<file path="src/rtl/lvdc_bufreg_pkg.sv">
// lvdc_bufreg_pkg: shared state type, default geometry and channel OR helper for the buffer register
package lvdc_bufreg_pkg;
    typedef enum logic {BR_IDLE, BR_SHIFT} bufreg_state_t;
    localparam int DEF_WIDTH = 13;
    localparam int DEF_N_MOD = 4;
    localparam int MAX_MOD = 16;
    localparam logic [DEF_WIDTH-1:0] DEF_Y_MASK = 13'h1FFF & ~13'h0249;
    // One BR bit column: OR of that bit across all enabled sense-amp channels
    function automatic logic or_reduce_channels(input logic [MAX_MOD-1:0] col, input logic [MAX_MOD-1:0] en);
        return |(col & en);
    endfunction
endpackage

</file>
<file path="src/rtl/bufreg_shift_ctl.sv">
// bufreg_shift_ctl: IDLE/SHIFT sequencer with bit counter for serial shift-out of the buffer register
module bufreg_shift_ctl
    import lvdc_bufreg_pkg::*;
#(
    parameter int WIDTH = DEF_WIDTH,
    parameter int CNT_W = $clog2(WIDTH + 1)
) (
    input  logic clk,
    input  logic rst_n,
    input  logic v1,
    input  logic clr_n,
    input  logic start,
    output logic shift_en,
    output logic busy,
    output logic done
);
    bufreg_state_t state;
    logic [CNT_W-1:0] cnt;
    logic last;
    assign shift_en = (state == BR_SHIFT) & v1 & clr_n;
    assign last = shift_en & (cnt == CNT_W'(WIDTH - 1));
    always_ff @(posedge clk or negedge rst_n) begin
        if (!rst_n) begin
            state <= BR_IDLE;
            cnt <= '0;
            busy <= 1'b0;
            done <= 1'b0;
        end else begin
            done <= last;
            if (v1) begin
                if (state == BR_IDLE) begin
                    if (start & clr_n) begin
                        state <= BR_SHIFT;
                        busy <= 1'b1;
                        cnt <= '0;
                    end
                end else if (!clr_n || last) begin
                    state <= BR_IDLE;
                    busy <= 1'b0;
                    cnt <= '0;
                end else begin
                    cnt <= cnt + 1'b1;
                end
            end
        end
    end
endmodule

</file>
<file path="src/rtl/buffer_register_param.sv">
// buffer_register_param: WIDTH-bit buffer register with sense-amp OR load, split TR load and serial shift-out.
// Optional BUFREG_PARITY_EN adds SA_PAR input and a sticky per-channel odd-parity error flag.
module buffer_register_param
    import lvdc_bufreg_pkg::*;
#(
    parameter int WIDTH = DEF_WIDTH,
    parameter int N_MOD = DEF_N_MOD,
    parameter logic [WIDTH-1:0] Y_MASK = DEF_Y_MASK,
    parameter int CNT_W = $clog2(WIDTH + 1)
) (
    input  logic                   SIM_CLK,
    input  logic                   SIM_RST,
    input  logic                   V1,
    input  logic                   CBRVN,
    input  logic                   SBRYV,
    input  logic                   SBRZV,
    input  logic [WIDTH-1:0]       TR,
    input  logic [N_MOD*WIDTH-1:0] SA,
    input  logic [N_MOD-1:0]       MOD_EN,
`ifdef BUFREG_PARITY_EN
    input  logic [N_MOD-1:0]       SA_PAR,
`endif
    input  logic                   SHIFT_START,
    input  logic                   SHIFT_IN,
    output logic [WIDTH-1:0]       BR,
    output logic [WIDTH-1:0]       BRN,
    output logic                   SHIFT_OUT,
    output logic                   BUSY,
    output logic                   DONE,
    output logic                   PAR_ERR
);
    logic [WIDTH-1:0] br, sense, trld;
    logic shift_en;
    bufreg_shift_ctl #(.WIDTH(WIDTH), .CNT_W(CNT_W)) u_ctl (
        .clk(SIM_CLK),
        .rst_n(SIM_RST),
        .v1(V1),
        .clr_n(CBRVN),
        .start(SHIFT_START),
        .shift_en(shift_en),
        .busy(BUSY),
        .done(DONE)
    );
    always_comb begin
        logic [MAX_MOD-1:0] col, en_ext;
        en_ext = '0;
        en_ext[N_MOD-1:0] = MOD_EN;
        sense = '0;
        for (int b = 0; b < WIDTH; b++) begin
            col = '0;
            for (int k = 0; k < N_MOD; k++) col[k] = SA[k*WIDTH+b];
            sense[b] = or_reduce_channels(col, en_ext);
        end
    end
    assign trld = TR & ((Y_MASK & {WIDTH{SBRYV}}) | (~Y_MASK & {WIDTH{SBRZV}}));
    // A strobe that launches a shift holds BR so the first serial bit is the loaded LSB
    always_ff @(posedge SIM_CLK or negedge SIM_RST) begin
        if (!SIM_RST) br <= '0;
        else if (V1) begin
            if (shift_en) br <= {SHIFT_IN, br[WIDTH-1:1]};
            else if (BUSY) br <= '0;
            else if (!(SHIFT_START & CBRVN)) br <= (CBRVN ? br : '0) | sense | trld;
        end
    end
    assign BR = br;
    assign BRN = ~br;
    assign SHIFT_OUT = br[0];
`ifdef BUFREG_PARITY_EN
    logic par_err, par_bad;
    always_comb begin
        par_bad = 1'b0;
        for (int k = 0; k < N_MOD; k++) par_bad = par_bad | (MOD_EN[k] & ~(^SA[k*WIDTH +: WIDTH] ^ SA_PAR[k]));
    end
    always_ff @(posedge SIM_CLK or negedge SIM_RST) begin
        if (!SIM_RST) par_err <= 1'b0;
        else if (V1 && !BUSY) begin
            if (par_bad) par_err <= 1'b1;
            else if (!CBRVN && MOD_EN == '0) par_err <= 1'b0;
        end
    end
    assign PAR_ERR = par_err;
`else
    assign PAR_ERR = 1'b0;
`endif
endmodule

</file>
<file path="config.mk">
export PLATFORM = sky130hd
export DESIGN_NAME = buffer_register_param
export DESIGN_NICKNAME = d
export VERILOG_FILES = /design/src/rtl/lvdc_bufreg_pkg.sv /design/src/rtl/bufreg_shift_ctl.sv /design/src/rtl/buffer_register_param.sv
export SDC_FILE = /design/constraint.sdc
export NUM_CORES = 1
export LEC_CHECK = 0
export ABC_AREA = 1
export ABC_CLOCK_PERIOD_IN_PS = 1950
export CAP_MARGIN = 10
export CORE_MARGIN = 5
export CORE_UTILIZATION = 29
export DETAILED_ROUTE_END_ITERATION = 8
export RECOVER_POWER = 50
export SLEW_MARGIN = 20
export SYNTH_ARGS = -nofsm -noshare
export SYNTH_HDL_FRONTEND = slang
export SYNTH_HIERARCHICAL = 1
export SYNTH_SLANG_ARGS = --single-unit
</file>
<file path="constraint.sdc">
create_clock -name SIM_CLK -period 1.95 [get_ports SIM_CLK]
set_clock_uncertainty 0.1 [all_clocks]
set_input_delay 0.195 -clock SIM_CLK [delete_from_list [all_inputs] [get_ports SIM_CLK]]
set_output_delay 0.195 -clock SIM_CLK [all_outputs]
set_load 0.005 [all_outputs]
</file>
**Word-level counts from Yosys, hierarchy flattened**

Cells that the tools add are included.

- $add $sub $neg: 1
- Eq/ne operators: 3
- Multiplexer cells: 13
- Bitwise logic cells: 22
- Reduce and logical (&&, ||, !) cells: 19

Operators with widths:

| kind | count |
|---|---|
| OR reduction 16 bit | 13 |
| bitwise AND 4 bit | 13 |
| 2-to-1 mux 13 bit | 4 |
| OR 13 bit | 2 |
| bitwise AND 13 bit | 1 |
| inverter 13 bit | 1 |
| OR 13 x 10 -> 13 bit | 1 |
| 2-to-1 mux 4 bit | 3 |
| 2-to-1 mux 1 bit | 6 |
| adder 4 x 1 -> 4 bit (second input constant) | 1 |
| bitwise AND 1 bit | 4 |
| equality test 4 bit (second input constant) | 1 |
| AND reduction 2 bit | 2 |
| inequality test 3 x 1 -> 1 bit (second input constant) | 1 |
| AND reduction 3 bit | 1 |
| inequality test 2 bit (second input constant) | 1 |
| nonzero test 2 bit | 1 |
| zero test 1 bit | 1 |
| logical OR 1 bit | 1 |

- Register bits after elaboration: 20
- Input bits: 77
- Output and inout port bits: 30
- Logic and storage cells: 63

**Depth between registers and ports, before layout**

- Depth in word-level cells: 7
- Gate-level depth with buffers: 8
- Mapped depth without buffers: 7

**By module**

The synthesis kept the hierarchy.

By module, submodules not included:

| module | instances | cells each | area an instance (um^2) | sequential area each (um^2) |
|---|---|---|---|---|
| buffer_register_param | 1 | 279 | 1467.7 | 325.3 |
| bufreg_shift_ctl | 1 | 52 | 397.9 | 175.2 |

**Worst setup path after synthesis**

No wires, ideal clock.

- Kind: flip-flop to flip-flop
- From: reg u_ctl.state
- To: reg br[0], in the netlist BR[0]
- Library setup time: 0.122 ns
- Arrival: 1.099 ns
- Required time: 1.728 ns
- Path slack: 0.629 ns
- Stages on the path, launching flop included: 8
- Buffers on the path: 1
- Clock period less this slack: 1.321 ns
- Cell sequence: dfrtp_1 nand2_1 nor2_4 nor2_4 nand2_4 buf_2 a21oi_1 a21oi_2

- Cells in the longest elaborated chain, start to end: 4
- Elaborated cells between the ends (all ways): 5
- Classes of those cells: eq/ne: 1; mux: 1; bitwise: 2; reduce/logical: 1

Ends and longest elaborated chain:

| what | RTL line | RTL |
|---|---|---|
| start: declaration | bufreg_shift_ctl.sv:17 | `bufreg_state_t state;` |
| start signal: assignment | bufreg_shift_ctl.sv:24 | `state <= BR_IDLE;` |
| start signal: assignment | bufreg_shift_ctl.sv:33 | `state <= BR_SHIFT;` |
| start signal: assignment | bufreg_shift_ctl.sv:38 | `state <= BR_IDLE;` |
| bitwise AND 1 bit (*) (2 in a row) | bufreg_shift_ctl.sv:20 | `assign shift_en = (state == BR_SHIFT) & v1 & clr_n;` |
| net shift_en | buffer_register_param.sv:33 | `logic shift_en;` |
| inequality test 3 x 1 -> 1 bit (no line) | -- |  |
| AND reduction 2 bit (no line) | -- |  |
| end signal: assignment | buffer_register_param.sv:60 | `if (shift_en) br <= {SHIFT_IN, br[WIDTH-1:1]};` |
| end signal: assignment | buffer_register_param.sv:62 | `else if (!(SHIFT_START & CBRVN)) br <= (CBRVN ? br : '0) \| sense \| trld;` |
| end: declaration | buffer_register_param.sv:32 | `logic [WIDTH-1:0] br, sense, trld;` |

Mark *: on every way through the listed nets, which the timed path passes. The rest lies on a longest branch.
A chain may end at the register's enable or synchronous reset.

**Worst setup path in the final report**

- From: reg u_ctl.state
- To: reg br[9], in the netlist BR[9]

Same word-level chain as after synthesis.

==> out/qor.txt <==
Status: finished, final reports clean
Sum Neg Setup Slack: 0 ns
Arr. time, crit path: 1.74 ns
Combinational power share: 56.7%
Met1 Use GR: 19.0%
Final Net Count: 511
Syn nets: 410
Reg power frac: 31.4%
DRT Pass-1 Iters: 4
Mapped Cells: 331
Leakage: 1.64 nW
Max-slew headroom: 28.5%
CP Max Fanout: 14
Layout area overhead: 61.7%
Synth area leaders: nand2_1, dfrtp_1, inv_1, a21oi_2, a21oi_1
Most common cell in the netlist: nand2_1
Hold WS: 0.431 ns
Period utilisation layout: 84.8%
Fill cell count: 677
Wirelength per Cell: 12.4 um
CP peak stage delay: 0.38 ns
RSZ-0062 raised after global routing: no
Root buffer cell: clkbuf_8
DR vias: 2,234
Hold crit path type: register to register
Flops & latches, synth: 20
Routed Antenna Nets: 0
PD cells: 860 mW/mm^2
Post-CTS setup buffers: 0
Met3 Use GR: 3.92%
Core area: 0.00631 sq mm
DRT Wirelength: 6.32 mm
Row count: 29
Post-Syn Area: 0.00187 sq mm
CTS H-tree lvls: 1
Largest area contributor in the netlist: nand2_1
Initial Utilization: 29.5%
Die height: 90.2 um
Maximum vdd ir drop: 0.000504 V
Required @ worst endpoint: 2.04 ns
Switch share: 39.3%
Critical path class: register to register
Die ar.: 0.00814 sq mm
Synth warnings: 6
Layout Utilization: 47.8%
Vias in the first global route: 2,169
Sequential share of the synthesized area: 26.8%
Post-synth ARST share: 100%
Pwr Total: 2.59 mW
Fmax: 0.604 GHz
CTS Hold Bufs: 0
Share of layout cells above drive strength 1: 8.12%
Sw Pwr: 1.02 mW
Top-area cell type share of the netlist area: 35.0%
Clk pwr share: 12.0%
Max cap viols: 0
P_int: 1.57 mW
Ant. Diodes: 0
GRT Max-Usage Layer: met2
Clock Latency Late Sink: 0.26 ns
Antenna violations before repair: 0
First-pass GRT wire length: 10.3 mm
CTS Buf Count: 3
Startpoint Class: register
CP Capture Type: register
Pins over their slew limit: 0
CTS Sinks: 20
Main synth FF type: dfrtp_1
Largest net degree at the start of global routing: 21
CTS tree: yes
Number of synthesized flops with an enable pin: 0
HPWL Detailed: 5.15 mm
Global route overflow: 0
CTS Buffer Depth: 2
Post-CTS sizing: 0
Post-synth cell types: 22
Worst path slowest cell: dfrtp_1
IO Port Bufs: 105
Worst-Margin Slew: 1.07 ns
DR vias/cell: 4.40
Avg Inst Size Synth: 5.64 sq um
Final Setup Violations: 0
Met2 usage: 26.5%
GP Congestion: 0.820
Top Ports: 107
Period minus WS final: 1.65 ns
Cell Chain, Critical Path: nand2_1 > nor2_4 > nor2_4 > nand2_4 > nand2_4 > nor2_1 > a21oi_1
Synth top cells by count: nand2_1, inv_1, dfrtp_1, nor2_1, a21oi_1
Die width: 90.2 um
Detailed Route Iter0 Violations: 75
Drc violations: 0
Reg clk slew, reported paths: 0.08 ns
Fin. Hold Viols: 0
Gr usage total: 15.2%
-- cells by family after synthesis --
logic type / after synthesis / share of synthesized area, %
AND/OR/NAND/NOR: 214 / 46.7
other: 1 / 0.201
buffers and inverters: 63 / 14.1
adder cells (fa/ha/maj): 2 / 1.34
flip-flops: 20 / 26.8
AO/OA/AOI/OAI: 31 / 10.9
-- worst paths after layout --
check | from | endpoint | slack [ns] | cells after the start
max | u_ctl/state | BR[9] | 0.30 | 7
min reg2reg | u_ctl/cnt[0] | u_ctl/cnt[0] | 0.43 | 1
max in group asynchronous | SIM_RST | BR[0] | 0.54 | 2
max reg2reg | u_ctl/state | BR[9] | 0.30 | 7
min in group asynchronous | SIM_RST | u_ctl/state | 0.55 | 2
min | u_ctl/cnt[0] | u_ctl/cnt[0] | 0.43 | 1
-- final cells by class --
cell class	count	area [sq um]	share of cell area, %
clock buffer	4	55.1	1.82
tap	77	96.3	3.19
sequential	20	500	16.6
timing repair buffer	109	1070	35.6
multi-input combinational	248	1100	36.5
inverter	50	188	6.22
-- per-layer routing --
| metal | share of wire [%] | up-vias |
|---|---|---|
| met5 | 0 | - |
| met1 | 45 | 969 |
| met3 | 5.9 | 6 |
| met4 | 1.2 | 0 |
| li1 | - | 1176 |
| met2 | 48 | 83 |
-- state kept, by name, indices dropped and copies added, names as in the netlist --
register and flops:
BR 13, u_ctl/busy 1, u_ctl/cnt 4, u_ctl/done 1, u_ctl/state 1
-- cells in the final DEF (no fill, tap or decap), types with 4 or more instances in the layout --
master / synthesis / routed
a21oi_1: 16 / 16
a21oi_2: 11 / 11
clkbuf_8: 0 / 4
clkdlybuf4s50_1: 0 / 94
dfrtp_1: 20 / 20
dlygate4sd3_1: 0 / 11
inv_1: 49 / 49
nand2_1: 174 / 174
nand3_1: 4 / 4
nor2_1: 19 / 19
nor2_2: 10 / 10
-- power groups by stage --
stage          sequential [mW]  combinational [mW]  clock (mW)
3_5_place_dp             0.826                1.52           0
3_3_place_gp             0.822                1.51           0
6_report                 0.813                1.47       0.310
2_1_floorplan            0.769               0.701           0
5_1_grt                  0.851                1.64       0.337
4_1_cts                  0.822                1.53       0.316
-- critical path, delay by kind of cell, from the launching register on --
| kind | cells | cell delay [ns] |
|---|---|---|
| AND/OR/NAND/NOR | 6 | 0.94 |
| flip-flops | 1 | 0.38 |
| AO/OA/AOI/OAI | 1 | 0.15 |
-- stage by stage --
stage          instances  area [sq um]  setup WS [ns]
4_1_cts              508          3020          0.280
3_5_place_dp         504          2970         0.0291
2_1_floorplan        331          1870          0.629
3_3_place_gp         504          2970         0.0821
6_report             508          3020          0.296
5_1_grt              508          3020          0.147
(Power assumes the default switching activity.)
